### config.mk
export PLATFORM = sky130hd
export DESIGN_NAME = conv_mix_post
export DESIGN_NICKNAME = d
export VERILOG_FILES = /design/src/rtl/conv_mix_pkg.sv /design/src/rtl/conv_sum_tree.sv /design/src/rtl/conv_mix_post.sv
export SDC_FILE = /design/constraint.sdc
export NUM_CORES = 1
export LEC_CHECK = 0
export BUFFER_PORTS_ARGS = -buffer_cell sky130_fd_sc_hd__buf_2
export CORE_AREA = 4 4 201 203
export CTS_CLUSTER_SIZE = 14
export DETAILED_ROUTE_END_ITERATION = 8
export DIE_AREA = 0 0 205 207
export MAX_ROUTING_LAYER = met4
export PLACE_DENSITY = 0.73
export SETUP_SLACK_MARGIN = 0.05
export SYNTH_ARGS = -nofsm -noshare
export SYNTH_HDL_FRONTEND = slang
export SYNTH_SLANG_ARGS = --single-unit
### constraint.sdc
create_clock -name clk -period 4.6 [get_ports clk]
set_input_delay 0.92 -clock clk [delete_from_list [all_inputs] [get_ports clk]]
set_output_delay 0.92 -clock clk [all_outputs]
set_load 0.02 [all_outputs]
### src/rtl/conv_mix_pkg.sv
// Shared encodings and helpers for the post-convolution mix stage.
// Pure declarations; no timing or flow-control behaviour.
package conv_mix_pkg;
  localparam int   DW_DEF      = 16;
  localparam logic MODE_PER_CH = 1'b0;
  localparam logic MODE_SUM    = 1'b1;

  function automatic int clog2c(input int n);
    int r;
    r = 0;
    while ((1 << r) < n) r++;
    return r;
  endfunction

  // Clamp a wide signed value into the signed range of a dw-bit result.
  function automatic logic signed [63:0] sat_to_dw(input logic signed [63:0] v, input int dw);
    logic signed [63:0] hi;
    logic signed [63:0] lo;
    hi = (64'sd1 <<< (dw - 1)) - 64'sd1;
    lo = -(64'sd1 <<< (dw - 1));
    if (v > hi) return hi;
    if (v < lo) return lo;
    return v;
  endfunction
endpackage

### src/rtl/conv_sum_tree.sv
// Registered saturating adder tree over CH signed lanes; latency clog2(CH) cycles.
// No backpressure: a valid bit rides alongside the data through every level.
module conv_sum_tree
  import conv_mix_pkg::*;
#(
  parameter int CH = 6,
  parameter int DW = DW_DEF
) (
  input  logic             clk,
  input  logic             rstn,
  input  logic             in_vld,
  input  logic [CH*DW-1:0] din,
  output logic             sum_vld,
  output logic [DW-1:0]    sum,
  output logic             sat
);
  localparam int NL = clog2c(CH);
  localparam int SW = DW + NL;

  logic signed [SW-1:0] ext [CH];

  for (genvar i = 0; i < CH; i++) begin : g_ext
    assign ext[i] = SW'($signed(din[i*DW +: DW]));
  end

  for (genvar k = 1; k <= NL; k++) begin : g_lvl
    localparam int NP = (CH + (1 << (k - 1)) - 1) >> (k - 1);
    localparam int NN = (CH + (1 << k) - 1) >> k;

    logic signed [SW-1:0] src [NP];
    logic                 src_vld;
    logic signed [SW-1:0] nxt [NN];
    logic signed [SW-1:0] val [NN];
    logic                 vld;

    if (k == 1) begin : g_first
      assign src     = ext;
      assign src_vld = in_vld;
    end else begin : g_next
      assign src     = g_lvl[k-1].val;
      assign src_vld = g_lvl[k-1].vld;
    end

    // Pair up neighbours; an odd trailing lane passes straight to the next level.
    for (genvar j = 0; j < NN; j++) begin : g_node
      if (2 * j + 1 < NP) begin : g_add
        assign nxt[j] = src[2*j] + src[2*j+1];
      end else begin : g_pass
        assign nxt[j] = src[2*j];
      end
    end

    always_ff @(posedge clk or negedge rstn) begin
      if (!rstn) begin
        vld <= 1'b0;
        for (int j = 0; j < NN; j++) val[j] <= '0;
      end else begin
        vld <= src_vld;
        for (int j = 0; j < NN; j++) val[j] <= nxt[j];
      end
    end
  end

  logic signed [63:0] wide;
  logic signed [63:0] clip;

  assign wide    = 64'(g_lvl[NL].val[0]);
  assign clip    = sat_to_dw(wide, DW);
  assign sat     = (wide != clip);
  assign sum     = clip[DW-1:0];
  assign sum_vld = g_lvl[NL].vld;
endmodule

### src/rtl/conv_mix_post.sv
// Post-conv stage: per-lane passthrough or lane sum, ReLU, frame beat count; latency clog2(CH)+1.
// No backpressure: partial-valid beats are dropped, win_start doubles as upstream ready.
module conv_mix_post
  import conv_mix_pkg::*;
#(
  parameter int CH    = 6,
  parameter int DW    = DW_DEF,
  parameter int DLY_W = 8,
  parameter int CNT_W = 10
) (
  input  logic             clk,
  input  logic             rstn,
  input  logic             start,
  input  logic             mode,
  input  logic             relu_en,
  input  logic [DLY_W-1:0] win_delay,
  input  logic [CNT_W-1:0] frame_len,
  input  logic [CH-1:0]    conv_valid,
  input  logic [CH*DW-1:0] conv_din,
  output logic             win_start,
  output logic [CH*DW-1:0] dout,
  output logic             ovalid,
  output logic             done,
  output logic             sat_flag
);
  localparam int NL = clog2c(CH);

  logic             start_q;
  logic             start_rise;
  logic             mode_q;
  logic [DLY_W-1:0] dly_cnt;
  logic [CNT_W-1:0] beat_cnt;
  logic             beat_vld;
  logic             tree_vld;
  logic             tree_sat;
  logic [DW-1:0]    tree_sum;
  logic [CH*DW-1:0] byp [NL];
  logic [CH*DW-1:0] mix;
  logic [CH*DW-1:0] relu;

  assign start_rise = start & ~start_q;
  assign beat_vld   = &conv_valid;

  conv_sum_tree #(
    .CH (CH),
    .DW (DW)
  ) u_tree (
    .clk     (clk),
    .rstn    (rstn),
    .in_vld  (beat_vld),
    .din     (conv_din),
    .sum_vld (tree_vld),
    .sum     (tree_sum),
    .sat     (tree_sat)
  );

  // Bypass lanes are delayed to line up with the tree output.
  always_ff @(posedge clk or negedge rstn) begin
    if (!rstn) begin
      for (int i = 0; i < NL; i++) byp[i] <= '0;
    end else begin
      byp[0] <= conv_din;
      for (int i = 1; i < NL; i++) byp[i] <= byp[i-1];
    end
  end

  always_ff @(posedge clk or negedge rstn) begin
    if (!rstn) begin
      start_q   <= 1'b0;
      win_start <= 1'b0;
      dly_cnt   <= '0;
    end else begin
      start_q <= start;
      if (!start) begin
        win_start <= 1'b0;
        dly_cnt   <= '0;
      end else if (start_rise && !win_start) begin
        if (win_delay == '0) win_start <= 1'b1;
        else                 dly_cnt   <= win_delay;
      end else if (dly_cnt != '0) begin
        if (dly_cnt == DLY_W'(1)) win_start <= 1'b1;
        dly_cnt <= dly_cnt - 1'b1;
      end
    end
  end

  always_comb begin
    mix  = (mode_q == MODE_SUM) ? {CH{tree_sum}} : byp[NL-1];
    relu = mix;
    for (int i = 0; i < CH; i++) begin
      if (relu_en && mix[i*DW + DW-1]) relu[i*DW +: DW] = '0;
    end
  end

  always_ff @(posedge clk or negedge rstn) begin
    if (!rstn) begin
      dout   <= '0;
      ovalid <= 1'b0;
    end else begin
      dout   <= relu;
      ovalid <= tree_vld;
    end
  end

  // A start edge restarts the frame and takes priority over a coincident output beat.
  always_ff @(posedge clk or negedge rstn) begin
    if (!rstn) begin
      mode_q   <= MODE_PER_CH;
      sat_flag <= 1'b0;
      beat_cnt <= '0;
      done     <= 1'b0;
    end else begin
      done <= 1'b0;
      if (start_rise) begin
        mode_q   <= mode;
        sat_flag <= 1'b0;
        beat_cnt <= '0;
      end else begin
        if (tree_vld && tree_sat && (mode_q == MODE_SUM)) sat_flag <= 1'b1;
        if (ovalid) begin
          if ((frame_len != '0) && (beat_cnt == frame_len - 1'b1)) begin
            beat_cnt <= '0;
            done     <= 1'b1;
          end else begin
            beat_cnt <= beat_cnt + 1'b1;
          end
        end
      end
    end
  end
endmodule

Word-level counts from Yosys, hierarchy flattened
Cells that the tools add are included.
{"block": "word_totals", "register_bits": 525, "latchBits": 0, "ramBits": 0, "rom_bits": 0, "in_bits": 125, "word_cells": 90, "n_memories": 0}
{"block": "op_classes", "add_sub_neg": 8, "mul": 0, "div_mod_pow": 0, "order_cmp": 2, "n_eq_ne": 7, "shift": 0, "n_mux": 31, "bitwise": 2, "n_reduce_logical": 19}
{"op": "two-way mux 64 bit", "count": 4}
{"op": "two-way mux 16 bit", "count": 6}
{"op": "two-way mux 96 bit", "count": 1}
{"op": "inequality test 19 x 64 -> 1 bit", "count": 1}
{"op": "adder 16 x 16 -> 17 bit", "count": 3}
{"op": "adder 19 bit", "count": 2}
{"op": "two-way mux 8 bit", "count": 4}
{"op": "two-way mux 10 bit", "count": 3}
{"op": "greater-than comparator 19 x 16 -> 1 bit (second input constant)", "count": 1}
{"op": "< comparator 19 x 16 -> 1 bit (second input constant)", "count": 1}
{"op": "two-way mux 1 bit", "count": 13}
{"op": "adder 10 x 1 -> 10 bit (second input constant)", "count": 1}
{"op": "== test 10 bit", "count": 1}
{"op": "logical AND 1 bit", "count": 10}
{"op": "nonzero test 10 bit", "count": 1}
{"op": "subtractor 10 x 1 -> 10 bit (second input constant)", "count": 1}
{"op": "== test 8 x 1 -> 1 bit (second input constant)", "count": 1}
{"op": "logical NOT 8 bit", "count": 1}
{"op": "nonzero test 8 bit", "count": 1}
{"op": "subtractor 8 x 1 -> 8 bit (second input constant)", "count": 1}
{"op": "inequality test 3 x 1 -> 1 bit (second input constant)", "count": 2}
{"op": "AND reduction 6 bit", "count": 1}
{"op": "nonzero test 2 bit", "count": 2}
{"op": "inequality test 3 x 2 -> 1 bit (second input constant)", "count": 1}
{"op": "other kinds (6)", "count": 6}

Longest topological paths before layout
{"block": "logic_depth", "word_depth": 10, "mapped_depth": 9}

Hierarchy
From an unflattened synthesis, not the netlist that was laid out.
{"block": "hier_totals", "hier_cells": 1472, "area_unflattened_um2": 18953.2}
{"mod": "conv_mix_post", "instances": 1, "cells_each": 810, "area_each_um2": 12270.5, "seq_area_each_um2": 10209.8}
{"mod": "conv_sum_tree", "instances": 1, "cells_each": 662, "area_each_um2": 6682.7, "seq_area_each_um2": 2702.6}

Worst setup path after synthesis
OpenSTA, ideal clock, no wires.
{"block": "synth_timing", "path_kind": "input-to-reg", "from": "input frame_len[3]", "to": "register beat_cnt[3]", "arrival_time_ns": 2.564, "t_required_ns": 4.461, "setup_slack_ns": 1.898, "cell_stages": 7, "path_buffers": 1, "cell_sequence": "buf_6 -> or4_4 -> nor4_1 -> xnor2_1 -> nand2_4 -> nor4_4 -> nor3_1"}
{"block": "synth_via", "elab_chain_cells": 6, "elab_cells_between_ends": 7}
{"item": "from (decl)", "line_no": "conv_mix_post.sv:17", "source": "input logic [CNT_W-1:0] frame_len,"}
{"item": "subtractor 10 x 1 -> 10 bit", "line_no": "conv_mix_post.sv:121", "source": "if ((frame_len != '0) && (beat_cnt == frame_len - 1'b1)) begin"}
{"item": "== test 10 bit", "line_no": "conv_mix_post.sv:121"}
{"item": "logical AND 1 bit *", "line_no": "conv_mix_post.sv:121"}
{"item": "two-way mux 10 bit *", "line_no": "conv_mix_post.sv:121"}
{"item": "two-way mux 10 bit *", "line_no": "conv_mix_post.sv:120", "source": "if (ovalid) begin"}
{"item": "two-way mux 10 bit *", "line_no": "conv_mix_post.sv:114", "source": "if (start_rise) begin"}
{"item": "to (signal assigned)", "line_no": "conv_mix_post.sv:125", "source": "beat_cnt <= beat_cnt + 1'b1;"}
{"item": "to (decl)", "line_no": "conv_mix_post.sv:32", "source": "logic [CNT_W-1:0] beat_cnt;"}
Mark *: on every way between the ends. The rest lies on a longest branch, timed or not. The select of a mux whose other input is x is not followed.
A chain may end at the register's enable or synchronous reset.

Worst setup path in the final report
{"block": "layout_timing", "from": "register mode_q", "to": "register dout[69]"}
{"block": "layout_via", "elab_chain_cells": 3}
{"item": "from (decl)", "line_no": "conv_mix_post.sv:30", "source": "logic mode_q;"}
{"item": "from (signal assigned)", "line_no": "conv_mix_post.sv:115", "source": "mode_q <= mode;"}
{"item": "two-way mux 96 bit *", "line_no": "conv_mix_post.sv:88", "source": "mix = (mode_q == MODE_SUM) ? {CH{tree_sum}} : byp[NL-1];"}
{"item": "logical AND 1 bit", "line_no": "conv_mix_post.sv:91", "source": "if (relu_en && mix[i*DW + DW-1]) relu[i*DW +: DW] = '0;"}
{"item": "two-way mux 16 bit *", "line_no": "conv_mix_post.sv:91"}
{"item": "named net relu[69]", "line_no": "conv_mix_post.sv:39", "source": "logic [CH*DW-1:0] relu;"}
{"item": "to (signal assigned)", "line_no": "conv_mix_post.sv:100", "source": "dout <= relu;"}
{"item": "to (decl)", "line_no": "conv_mix_post.sv:21", "source": "output logic [CH*DW-1:0] dout,"}
Mark *: on every way through the listed nets, which the timed path passes. The rest lies on a longest branch.

==> out/results.tsv <==
stage	metric	value	unit
finish	synth-to-layout area growth	18.8	%
clock_network	CTS root buf	clkbuf_16	
global_route	first-pass GRT wire length	68.9	mm
clock_network	post-CTS sizing	0	
synthesis	Post-Syn Area	19100	um^2
timing	Least-Margin Pin Slew	1.19	ns
floorplanning	Core Box Area	38500	um^2
worst_setup_path	critical path type	flip-flop to flip-flop	
timing	Peak Freq	315	MHz
clock_network	Worst-path clk slew	0.06	ns
synthesis	post-synthesis compound-gate area fraction	13.2	%
synthesis	mux contribution to synthesized area	0.157	%
global_route	vias in the first global route	12600	
power	Lkg Pwr	11.0	nW
worst_setup_path	CP max FO	32	
synthesis	Ys Warns	0	
synthesis	Syn Area/Cell	13.6	um^2
synthesis	simple-gate share of the synthesized area	7.27	%
clock_network	post-CTS setup buffer count	0	
finish	most common cell after layout, fill and taps aside	dfrtp_1	
floorplanning	IO Count	225	
worst_setup_path	CP startpoint kind	flip-flop	
synthesis	Synth Area in XOR/XNOR	3.75	%
floorplanning	Initial Util	49.8	%
run_status	status	finished clean	
synthesis	area leader, netlist	dfrtp_1	
routing	Vias per Instance	5.32	
synthesis	Seq/Total Area, Yosys	67.6	%
routing	total wire length	43.7	mm
routing	Initial DRC Count	849	
timing	Tmin final	3.18	ns
timing	fin crit share	69.1	%
global_route	GRT overflow	0	
placed_design	area post-placement	21000	um^2
power	peak supply drop	0.291	mV
synthesis	Area contributors post-synth	dfrtp_1 68%, ha_1 5.8%, o211a_1 4.5%	
finish	Layout fillers	3043	
finish	Final Cell Area	22700	um^2
synthesis	largest family of logic cells by synthesized area	compound AO/OA/AOI/OAI gates	
routing	Antenna Nets Post-Route	0	
timing	RSZ-0062 raised after global routing	false	
synthesis	ys async rst share	100	%
timing	count of pins over their slew limit	0	
clock_network	CTS Hold Bufs	0	
floorplanning	DIE WIDTH	205	um
timing	clk_skew	0.0394	ns
placed_design	Detail Placement HPWL	31.1	mm
worst_setup_path	Critical Path RT	5.06	ns
clock_network	CTS tree	yes	
routing	total number of vias	11800	
timing	Fin Setup TNS	0	ns
floorplanning	floorplan row count	72	
finish	nets	1883	
routing	DR pass1 iterations	5	
synthesis	EDFF count, synth	0	
timing	count of final hold-check violations	0	
floorplanning	die area	42400	um^2
placed_design	Port Buf Inserts	224	
clock_network	Max clock buf depth	3	
clock_network	H-tree levels	2	
global_route	initial antenna violation count	3	
synthesis	Yosys top cell area share	67.6	%
synthesis	flop and latch count out of synthesis	517	
floorplanning	Die Y	207	um
placed_design	routability cong.	0.923	
routing	WL/cell	19.6	um
hold_path	Hold WC Path Type	flip-flop to flip-flop	
clock_network	clock sink count	517	
power	power per cell area	592	nW/um^2
finish	fraction of layout cells with a size suffix above 1	19.5	%
finish	multi-input logic area	5860	um^2
finish	FF/Latch Area	12900	um^2
clock_network	Skew-Pair Late Insertion Delay	0.59	ns
worst_setup_path	Critical Path AT	3.64	ns
synthesis	Synth Area in Adders	6.28	%
global_route	largest net degree at the start of global routing	107	
flow_run	maxcap violations	0	
synthesis	Syn Inst Count	1403	
finish	most frequent cells in the layout	516 x dfrtp_1, 223 x buf_2, 88 x ha_1	
timing	Rel. slew slack	19.8	%
synthesis	Synth Flop Type	dfrtp_1	
routing	# DRC	0	
synthesis	Synthesized Nets	1621	
global_route	Total Routing Usage GR	21.4	%
clock_network	TritonCTS Buffers	51	
timing	Final Setup Violations	0	
synthesis	synth unique cells	63	
worst_setup_path	CP endpoint kind	flip-flop	
## registers in the layout, indices dropped and copies added (netlist names)
| register | count |
|---|---|
| beat_cnt | 10 |
| byp | 288 |
| dly_cnt | 8 |
| done | 1 |
| dout | 96 |
| mode_q | 1 |
| ovalid | 1 |
| sat_flag | 1 |
| start_q | 1 |
| u_tree.g_lvl.val | 106 |
| u_tree.g_lvl.vld | 2 |
| u_tree.sum_vld | 1 |
| win_start | 1 |
## worst max-delay path, cell delays in order, from the launching register on
cell,delay [ns]
dfrtp_2,0.83
inv_1,0.42
nor2_1,0.78
o21ai_0,0.70
o211a_1,0.33
## cells in the mapped netlist, types with 10 or more instances
master / count
a211oi_1: 10
a21o_1: 23
a21oi_1: 68
and3_1: 13
clkbuf_1: 28
dfrtp_1: 517
ha_1: 88
inv_1: 53
nand2_1: 59
nand2b_1: 17
nand3_1: 22
nand4_1: 14
nor2_1: 59
nor2b_1: 17
nor3_1: 31
nor4_1: 11
o211a_1: 86
o21a_1: 11
o21ai_0: 80
xnor2_1: 51
xor2_1: 31
## path summary, 6_finish.rpt
| check | endpoint | cells after the start | slack (ns) | start |
|---|---|---|---|---|
| max in group asynchronous | u_tree.g_lvl[1].val[51] | 2 | 3.16 | rstn |
| min | u_tree.g_lvl[2].val[8] | 0 | 0.33 | u_tree.g_lvl[1].val[8] |
| max reg2reg | dout[69] | 4 | 1.42 | mode_q |
| min reg2reg | u_tree.g_lvl[2].val[8] | 0 | 0.33 | u_tree.g_lvl[1].val[8] |
| max | dout[69] | 4 | 1.42 | mode_q |
| min in group asynchronous | dly_cnt[2] | 1 | 0.37 | rstn |
## power breakdown
group | total, W | internal [W] | switching (W)
registers | 0.00567 | 0.00530 | 0.000363
logic | 0.00352 | 0.00136 | 0.00215
clock network | 0.00429 | 0.00256 | 0.00174
## cells by family (layout without fill, tap and decap cells)
family,count (synthesis),after routing
flops,517,517
compound gates,350,350
simple gates,272,272
fa+ha+maj,93,93
buf+inv,86,386
xor+xnor,82,82
mux,3,3
other cells,0,4
## through the flow
stage,power [W],std cells,setup slack (ns),utilization [%],hold WS (ns)
after floorplan,0.00795,1403,1.90,-,0.331
after global placement,0.00913,2130,1.43,54.5,0.331
after detailed placement,0.00924,2130,1.37,54.5,0.335
after CTS,0.0136,2221,1.43,59.1,0.323
after global routing,0.0142,2224,1.19,59.1,0.342
final,0.0135,2225,1.42,59.1,0.327
## per-layer routing
metal	vias to the layer above	part of all wire, %	wire length (um)	GRT usage [%]
li1	5501	-	-	-
met1	5921	42	18500	27.4
met2	320	49	21400	34.1
met3	84	5.2	2260	3.88
met4	0	3.6	1570	8.41
met5	-	0	0	-
## layout make-up
cell class	instances	share of cell area, %
clock buffer	66	6.17
sequential	517	56.9
timing repair buffer	242	5.84
clock inverter	25	1.56
antenna	4	0.0440
multi-input combinational	800	25.8
tap	518	2.85
inverter	53	0.875
No activity file was read; power rests on OpenSTA's default activity.
